$ cat config.mk
export PLATFORM = sky130hd
export DESIGN_NAME = idecode_pipe
export DESIGN_NICKNAME = d
export VERILOG_FILES = /design/src/rtl/idecode_pipe.sv
export SDC_FILE = /design/constraint.sdc
export NUM_CORES = 1
export LEC_CHECK = 0
export ABC_AREA = 0
export BUFFER_PORTS_ARGS = -buffer_cell sky130_fd_sc_hd__buf_4
export CORE_MARGIN = 8
export CORE_UTILIZATION = 50
export DETAILED_ROUTE_END_ITERATION = 10
export HOLD_SLACK_MARGIN = 0.1
export PLACE_DENSITY = 0.74
export SLEW_MARGIN = 15
export SYNTH_ARGS = -nofsm -noshare
export SYNTH_HDL_FRONTEND = slang
export SYNTH_SLANG_ARGS = --single-unit
export TNS_END_PERCENT = 30
$ cat constraint.sdc
create_clock -name clk -period 21.5 [get_ports clk]
set_input_delay 4.3 -clock clk [delete_from_list [all_inputs] [get_ports clk]]
set_output_delay 4.3 -clock clk [all_outputs]
set_load 0.01 [all_outputs]
$ cat src/rtl/idecode_pipe.sv
// RV32/RV64 decode stage: {instr, pc} in, registered decoded entry out, optional M and W ops.
// Latency: 1 cycle from accept to out_valid.
// Backpressure: 2-entry skid (output + skid register); in_ready drops only while the skid is full.
module idecode_pipe #(
    parameter int XLEN     = 64,
    parameter bit ENABLE_M = 1'b1
) (
    input  logic            clk,
    input  logic            reset,
    input  logic            flush,
    input  logic            in_valid,
    output logic            in_ready,
    input  logic [31:0]     in_instr,
    input  logic [XLEN-1:0] in_pc,
    output logic            out_valid,
    input  logic            out_ready,
    output logic [XLEN-1:0] out_pc,
    output logic [4:0]      out_rd,
    output logic [4:0]      out_rs1,
    output logic [4:0]      out_rs2,
    output logic [2:0]      out_funct3,
    output logic [XLEN-1:0] out_imm,
    output logic [4:0]      out_alu_op,
    output logic [11:0]     out_csr_addr,
    output logic [9:0]      out_ctrl,
    output logic            out_trap,
    output logic [3:0]      out_trap_cause
);

    typedef enum logic [4:0] {
        ALU_NONE = 5'd0,  ALU_ADD  = 5'd1,  ALU_SUB  = 5'd2,  ALU_AND  = 5'd3,
        ALU_OR   = 5'd4,  ALU_XOR  = 5'd5,  ALU_SLL  = 5'd6,  ALU_SRL  = 5'd7,
        ALU_SRA  = 5'd8,  ALU_SLT  = 5'd9,  ALU_SLTU = 5'd10, ALU_MUL  = 5'd11
    } alu_op_t;

    typedef struct packed {
        logic is_w;
        logic is_csr;
        logic csr_read;
        logic csr_write;
        logic use_pc;
        logic jump;
        logic is_branch;
        logic mem_write;
        logic mem_read;
        logic reg_write;
    } ctrl_t;

    typedef struct packed {
        logic [XLEN-1:0] pc;
        logic [4:0]      rd;
        logic [4:0]      rs1;
        logic [4:0]      rs2;
        logic [2:0]      funct3;
        logic [XLEN-1:0] imm;
        alu_op_t         alu_op;
        logic [11:0]     csr_addr;
        ctrl_t           ctrl;
        logic            trap;
        logic [3:0]      cause;
    } dec_t;

    localparam logic [6:0] OPC_LUI      = 7'b0110111;
    localparam logic [6:0] OPC_AUIPC    = 7'b0010111;
    localparam logic [6:0] OPC_JAL      = 7'b1101111;
    localparam logic [6:0] OPC_JALR     = 7'b1100111;
    localparam logic [6:0] OPC_BRANCH   = 7'b1100011;
    localparam logic [6:0] OPC_LOAD     = 7'b0000011;
    localparam logic [6:0] OPC_STORE    = 7'b0100011;
    localparam logic [6:0] OPC_OP_IMM   = 7'b0010011;
    localparam logic [6:0] OPC_OP_IMM32 = 7'b0011011;
    localparam logic [6:0] OPC_OP       = 7'b0110011;
    localparam logic [6:0] OPC_OP32     = 7'b0111011;
    localparam logic [6:0] OPC_SYSTEM   = 7'b1110011;

    localparam logic [6:0] F7_BASE = 7'b0000000;
    localparam logic [6:0] F7_ALT  = 7'b0100000;
    localparam logic [6:0] F7_M    = 7'b0000001;

    function automatic alu_op_t base_op(input logic [2:0] f3, input logic alt);
        case (f3)
            3'b000:  base_op = alt ? ALU_SUB : ALU_ADD;
            3'b001:  base_op = ALU_SLL;
            3'b010:  base_op = ALU_SLT;
            3'b011:  base_op = ALU_SLTU;
            3'b100:  base_op = ALU_XOR;
            3'b101:  base_op = alt ? ALU_SRA : ALU_SRL;
            3'b110:  base_op = ALU_OR;
            default: base_op = ALU_AND;
        endcase
    endfunction

    // MUL..REMU are contiguous codes in funct3 order
    function automatic alu_op_t m_op(input logic [2:0] f3);
        m_op = alu_op_t'(5'd11 + {2'b00, f3});
    endfunction

    logic [6:0] opcode;
    logic [2:0] f3;
    logic [6:0] f7;
    logic [XLEN-1:0] i_imm, s_imm, b_imm, u_imm, j_imm, shamt6, shamt5;

    assign opcode = in_instr[6:0];
    assign f3     = in_instr[14:12];
    assign f7     = in_instr[31:25];
    assign i_imm  = {{(XLEN-12){in_instr[31]}}, in_instr[31:20]};
    assign s_imm  = {{(XLEN-12){in_instr[31]}}, in_instr[31:25], in_instr[11:7]};
    assign b_imm  = {{(XLEN-13){in_instr[31]}}, in_instr[31], in_instr[7], in_instr[30:25], in_instr[11:8], 1'b0};
    assign u_imm  = {{(XLEN-32){in_instr[31]}}, in_instr[31:12], 12'b0};
    assign j_imm  = {{(XLEN-21){in_instr[31]}}, in_instr[31], in_instr[19:12], in_instr[20], in_instr[30:21], 1'b0};
    assign shamt6 = {{(XLEN-6){1'b0}}, in_instr[25:20]};
    assign shamt5 = {{(XLEN-5){1'b0}}, in_instr[24:20]};

    logic    illegal, is_ecall, is_ebreak;
    ctrl_t   ctrl;
    alu_op_t alu;
    logic [XLEN-1:0] imm;
    dec_t    dec;

    always_comb begin
        illegal   = 1'b0;
        is_ecall  = 1'b0;
        is_ebreak = 1'b0;
        ctrl      = '0;
        alu       = ALU_NONE;
        imm       = '0;
        case (opcode)
            OPC_LUI: begin
                imm = u_imm;
                ctrl.reg_write = 1'b1;
            end
            OPC_AUIPC: begin
                imm = u_imm;
                alu = ALU_ADD;
                ctrl.use_pc = 1'b1;
                ctrl.reg_write = 1'b1;
            end
            OPC_JAL: begin
                imm = j_imm;
                alu = ALU_ADD;
                ctrl.use_pc = 1'b1;
                ctrl.jump = 1'b1;
                ctrl.reg_write = 1'b1;
            end
            OPC_JALR: begin
                imm = i_imm;
                alu = ALU_ADD;
                ctrl.jump = 1'b1;
                ctrl.reg_write = 1'b1;
                illegal = (f3 != 3'b000);
            end
            OPC_BRANCH: begin
                imm = b_imm;
                ctrl.is_branch = 1'b1;
                illegal = (f3[2:1] == 2'b01);
            end
            OPC_LOAD: begin
                imm = i_imm;
                alu = ALU_ADD;
                ctrl.mem_read = 1'b1;
                ctrl.reg_write = 1'b1;
                illegal = (f3 == 3'b111) || (XLEN == 32 && (f3 == 3'b011 || f3 == 3'b110));
            end
            OPC_STORE: begin
                imm = s_imm;
                alu = ALU_ADD;
                ctrl.mem_write = 1'b1;
                illegal = f3[2] || (XLEN == 32 && f3 == 3'b011);
            end
            OPC_OP_IMM: begin
                imm = i_imm;
                alu = base_op(f3, 1'b0);
                ctrl.reg_write = 1'b1;
                if (f3 == 3'b001 || f3 == 3'b101) begin
                    imm = shamt6;
                    if (f3 == 3'b101 && in_instr[31:26] == 6'b010000)
                        alu = ALU_SRA;
                    else if (in_instr[31:26] != 6'b000000)
                        illegal = 1'b1;
                    if (XLEN == 32 && in_instr[25])
                        illegal = 1'b1;
                end
            end
            OPC_OP_IMM32: begin
                imm = i_imm;
                alu = base_op(f3, 1'b0);
                ctrl.is_w = 1'b1;
                ctrl.reg_write = 1'b1;
                case (f3)
                    3'b000: ;
                    3'b001: begin
                        imm = shamt5;
                        illegal = (f7 != F7_BASE);
                    end
                    3'b101: begin
                        imm = shamt5;
                        if (f7 == F7_ALT) alu = ALU_SRA;
                        else illegal = (f7 != F7_BASE);
                    end
                    default: illegal = 1'b1;
                endcase
                if (XLEN == 32) illegal = 1'b1;
            end
            OPC_OP: begin
                ctrl.reg_write = 1'b1;
                if (f7 == F7_BASE)
                    alu = base_op(f3, 1'b0);
                else if (f7 == F7_ALT && (f3 == 3'b000 || f3 == 3'b101))
                    alu = base_op(f3, 1'b1);
                else if (f7 == F7_M && ENABLE_M)
                    alu = m_op(f3);
                else
                    illegal = 1'b1;
            end
            OPC_OP32: begin
                ctrl.is_w = 1'b1;
                ctrl.reg_write = 1'b1;
                // only ADD/SUB/SLL/SRL/SRA and MUL/DIV*/REM* have W forms
                if (f7 == F7_BASE && (f3 == 3'b000 || f3 == 3'b001 || f3 == 3'b101))
                    alu = base_op(f3, 1'b0);
                else if (f7 == F7_ALT && (f3 == 3'b000 || f3 == 3'b101))
                    alu = base_op(f3, 1'b1);
                else if (f7 == F7_M && ENABLE_M && (f3 == 3'b000 || f3[2]))
                    alu = m_op(f3);
                else
                    illegal = 1'b1;
                if (XLEN == 32) illegal = 1'b1;
            end
            OPC_SYSTEM: begin
                imm = i_imm;
                if (f3 == 3'b000) begin
                    if (in_instr == 32'h0000_0073)      is_ecall  = 1'b1;
                    else if (in_instr == 32'h0010_0073) is_ebreak = 1'b1;
                    else                                illegal   = 1'b1;
                end else if (f3 == 3'b100) begin
                    illegal = 1'b1;
                end else begin
                    ctrl.is_csr = 1'b1;
                    ctrl.reg_write = 1'b1;
                    if (f3[1:0] == 2'b01) begin
                        ctrl.csr_write = 1'b1;
                        ctrl.csr_read  = (in_instr[11:7] != 5'd0);
                    end else begin
                        ctrl.csr_read  = 1'b1;
                        ctrl.csr_write = (in_instr[19:15] != 5'd0);
                    end
                end
            end
            default: illegal = 1'b1;
        endcase
        if (in_instr[1:0] != 2'b11) illegal = 1'b1;

        dec.pc       = in_pc;
        dec.rd       = in_instr[11:7];
        dec.rs1      = in_instr[19:15];
        dec.rs2      = in_instr[24:20];
        dec.funct3   = f3;
        dec.imm      = imm;
        dec.csr_addr = in_instr[31:20];
        dec.trap     = illegal | is_ecall | is_ebreak;
        dec.cause    = illegal ? 4'd2 : is_ecall ? 4'd11 : is_ebreak ? 4'd3 : 4'd0;
        dec.alu_op   = dec.trap ? ALU_NONE : alu;
        dec.ctrl     = dec.trap ? ctrl_t'('0) : ctrl;
    end

    dec_t out_q, skid_q;
    logic out_vld_q, skid_vld_q;
    logic accept;

    assign in_ready = !skid_vld_q && !reset;
    assign accept   = in_valid && in_ready;

    always_ff @(posedge clk or posedge reset) begin
        if (reset) begin
            out_vld_q  <= 1'b0;
            skid_vld_q <= 1'b0;
            out_q      <= '0;
            skid_q     <= '0;
        end else if (flush) begin
            out_vld_q  <= 1'b0;
            skid_vld_q <= 1'b0;
        end else if (out_vld_q && out_ready) begin
            // in_ready is low whenever the skid holds an entry, so no accept competes here
            if (skid_vld_q) begin
                out_q      <= skid_q;
                skid_vld_q <= 1'b0;
            end else if (accept) begin
                out_q <= dec;
            end else begin
                out_vld_q <= 1'b0;
            end
        end else if (!out_vld_q) begin
            if (accept) begin
                out_q     <= dec;
                out_vld_q <= 1'b1;
            end
        end else if (accept) begin
            skid_q     <= dec;
            skid_vld_q <= 1'b1;
        end
    end

    assign out_valid      = out_vld_q;
    assign out_pc         = out_q.pc;
    assign out_rd         = out_q.rd;
    assign out_rs1        = out_q.rs1;
    assign out_rs2        = out_q.rs2;
    assign out_funct3     = out_q.funct3;
    assign out_imm        = out_q.imm;
    assign out_alu_op     = out_q.alu_op;
    assign out_csr_addr   = out_q.csr_addr;
    assign out_ctrl       = out_q.ctrl;
    assign out_trap       = out_q.trap;
    assign out_trap_cause = out_q.cause;

endmodule
# Word level (Yosys, flattened, before mapping)
# Index checks and enable logic that the tools add are counted.
# Widths: inputs -> output; s select.
[classes]
add_sub_neg = 1
n_mux = 72
bitwise = 4
n_reduce_logical = 36
n_eq_ne = 30
[ops]
columns = ["operator", "n"]
rows = [
  ["$mux 178", 4],
  ["$pmux 64 s7", 1],
  ["$mux 64", 2],
  ["$pmux 4 s7", 2],
  ["$mux 1", 40],
  ["$mux 5", 8],
  ["$eq 7x6->1 const B", 5],
  ["$eq 32x21->1 const B", 1],
  ["$eq 32x7->1 const B", 1],
  ["$eq 7x7->1 const B", 4],
  ["$pmux 5 s5", 1],
  ["$eq 7x5->1 const B", 3],
  ["$mux 4", 5],
  ["$eq 3x3->1 const B", 4],
  ["$mux 10", 1],
  ["$pmux 1 s10", 1],
  ["$reduce_bool 5->1", 2],
  ["$reduce_or 2->1", 5],
  ["$mux 3", 3],
  ["$reduce_bool 3->1", 3],
  ["$reduce_or 9->1", 1],
  ["$eq 7x1->1 const B", 1],
  ["$eq 7x2->1 const B", 1],
  ["$logic_and 1x1->1", 7],
  ["other kinds (23)", 37],
]
[word_totals]
inputBits = 101
out_inout_bits = 180
reg_bits = 358
word_cells = 185

# Logic depth before layout (Yosys ltp)
[logic_depth]
word_depth = 14
depth_mapped = 11
mapped_depth_nobuf = 8

# Worst setup path before layout
# Ideal clock, no wire load.
[synth_timing]
kind = "input -> output"
start = "in reset"
end = "out in_ready"
t_arrival_ns = 4.520
stages = 1
path_slack_ns = 12.680
t_required_ns = 17.200
path_buffers = 0
cell_sequence = "nor2_1"
[synth_via]
elab_chain_cells = 2
[synth_rtl]
columns = ["item", "line_no", "rtl"]
rows = [
  ["from (decl)", "9", "input logic reset,"],
  ["$logic_not 1->1 (no source line)", "n/a", ""],
  ["$logic_and 1x1->1", "270", "assign in_ready = !skid_vld_q && !reset;"],
  ["to (decl)", "12", "output logic in_ready,"],
]
# Every way passes these cells.

# Worst setup path in the final report
# Ends and elaborated chain as after synthesis.

==> results.toml <==
[grt]
grt-ovfl-total = 0
grt_usage_pct = 24.2
antenna_found_initial = 0
grt_pass1_vias = 11800
grt_max_degree = 183
grt_pass1_wl_um = 65900

[final_layout]
drive_above_1_share_pct = 20.9
syn_to_final_growth_pct = 25.1
diodes = 0
final_cells = 2141
final_core_util_pct = 63.4
fin_nets = 1846
final_area_um2 = 17600

[hold_path]
min_path_type = "flip-flop to flip-flop"

[clocking]
clock-root-buffer = "clkbuf_16"
cts_hold_buf = 0
htreeDepth = 2
cts_tree = "done"
post_cts_buffers = 0
cts_buffers = 36
ctsResizeCount = 0
path_clk_slew_ps = 60
cts_sinks = 320
clk_latency_ps = 520
cts_buffer_depth = 3

[logic_synthesis]
synthDistinctLibCells = 69
seq_area_frac_synth_pct = 56.9
yosysWarnings = 0
synth_cells = 1514
synth_common_cells = "nand2_1 (414), dfrtp_1 (320), a21oi_1 (170), nor2_1 (165), clkbuf_1 (87)"
synthesis.nets = 1622
ys_seq_elements = 320
yosysTopAreaCellShare_pct = 56.9
netlist_area_um2 = 14100
async_flop_share_pct = 100
yosysTopAreaCell = "dfrtp_1"
synth-main-ff-cell = "dfrtp_1"
synth.most_common_cell = "nand2_1"
synth_edf_count = 0
syn_avg_cell_area_um2 = 9.30
synth_area_leaders = "dfrtp_1 (57%), nand2_1 (11%), mux2i_1 (6.1%)"

[power_and_ir_drop]
swShare_pct = 27.4
switching_power_mw = 0.455
ir_drop_mv = 0.0659
power_mw = 1.66
comb_power_share_pct = 17.4
sequentialPowerShare_pct = 44.8
clockPowerShare_pct = 37.7
p_int_mw = 1.20
power.density_nw_per_um2 = 94.1
cellLeakagePower_nw = 9.06

[sta]
rsz0062_at_grt = "no"
slew_violations = 0
min_period_ps = 9050
fmax_mhz = 111
setup-tns-final_ps = 0
fin_skew_ps = 10.4
tightestPinTransition_ps = 1070
setup_viol = 0
finalCritPeriodShare_pct = 42.1
slew_headroom_pct = 28.9
setup_slack_ps = 12450
fin_hold_ws_ps = 470
hold_viol = 0

[setup_path]
worstSetupEndpoint = "in_ready"
rr_worst_depth = 7
reg2reg_to = "out_alu_op[1]"
r2r-start = "out_valid"
cp.arrival_ps = 4750
rrSetupSlack_ps = 18220
critPathLaunchType = "input port"
path_class = "input port to output port"
end_kind = "output port"
crit_required_ps = 17200
crit_path_max_fanout = 3
crit_start = "reset"

[detailed_routing]
wl_um = 41800
drtPass1Iterations = 5
drt-initial-drc-count = 901
wl_per_cell_um = 19.5
via_per_inst = 5.60
vias = 12000
final_antenna_net_count = 0
drc = 0

[floorplanning]
die_h_um = 184
start_util_pct = 50.7
fp.dieW_um = 184
dieArea_um2 = 33800
core_area_um2 = 27800
top_level_ports = 281
rows = 61

[place]
port-buffer-count = 280
dp_hpwl_um = 27500
place_inst = 2078
preCtsSetupSlack_ps = 12450
place_area_um2 = 16400
gp_congestion = 0.917

[outcome]
outcome = "complete, no violations"

[flow_run]
drv_cap = 0
-- cells in the final DEF (no fill, tap or decap), types with 5 or more instances in the layout --
| cell | netlist | routed |
|---|---|---|
| dfrtp_1 | 320 | 320 |
| nand2b_1 | 5 | 5 |
| clkbuf_8 | 0 | 9 |
| nor3_1 | 9 | 9 |
| o21ai_0 | 42 | 42 |
| nand3_1 | 10 | 9 |
| a21oi_1 | 170 | 169 |
| or3_1 | 6 | 5 |
| inv_1 | 10 | 9 |
| a21o_1 | 5 | 5 |
| o2bb2ai_1 | 5 | 5 |
| ha_1 | 7 | 7 |
| nor2_1 | 165 | 165 |
| o22ai_1 | 49 | 49 |
| clkbuf_16 | 0 | 38 |
| o22a_1 | 5 | 5 |
| clkbuf_1 | 87 | 7 |
| a211oi_1 | 7 | 7 |
| buf_4 | 1 | 291 |
| and3_1 | 7 | 7 |
| nor2b_1 | 5 | 5 |
| nand2_1 | 414 | 414 |
| mux2i_1 | 86 | 86 |
| nor4_1 | 5 | 5 |
-- state kept, by name (all words and copies together) (netlist names), 3 cells and up --
signal          cells
out_rs1             5
out_ctrl           10
out_pc             64
skid_q            140
out_trap_cause      4
out_rd              5
out_rs2             5
out_funct3          3
out_imm            64
out_csr_addr       12
out_alu_op          5
-- per-layer routing --
metal	share of wire (%)	routed length (um)	global-route usage, %
met1	41	17300	32.1
met2	46	19300	37.5
met3	9.3	3900	7.29
met4	3.1	1280	8.20
met5	0	0	0
-- cell type report --
class | instances | area [um^2]
clock buffer | 54 | 1100
inverter | 10 | 45.0
multi-input combinational | 1078 | 5670
tap | 378 | 473
sequential | 320 | 8010
timing repair buffer | 292 | 2200
clock inverter | 9 | 115
fill | 2387 | 10200
-- logic make-up (layout without fill, tap and decap cells) --
family          Yosys count  after routing  synth area share, %
fa+ha+maj                 8              8                0.693
buf+inv                 116            365                 3.17
flops                   320            320                 56.9
mux                      87             87                 6.19
compound gates          330            330                 14.1
simple gates            653            653                 19.0
-- worst max-delay path, stage by stage --
cell and delay [ps]:
buf_4 130, nor2_1 160, buf_4 150
-- worst min path at each step --
stage	to	cells past startpoint	slack (ps)	from
after floorplan	skid_q[0]	2	440	skid_q[0]
after global routing	out_imm[51]	2	490	out_imm[51]
final	skid_q[168]	2	470	skid_q[168]
after detailed placement	skid_q[0]	2	460	skid_q[0]
after global placement	skid_q[0]	2	450	skid_q[0]
after CTS	skid_q[125]	2	480	skid_q[125]
-- power by group through the flow --
stage | clock network (mW) | registers, mW | logic [mW]
2_1_floorplan | 0 | 0.769 | 0.114
3_3_place_gp | 0 | 0.749 | 0.284
3_5_place_dp | 0 | 0.753 | 0.291
4_1_cts | 0.636 | 0.744 | 0.292
5_1_grt | 0.662 | 0.754 | 0.319
6_report | 0.626 | 0.744 | 0.289
No activity file was read; power rests on OpenSTA's default activity.
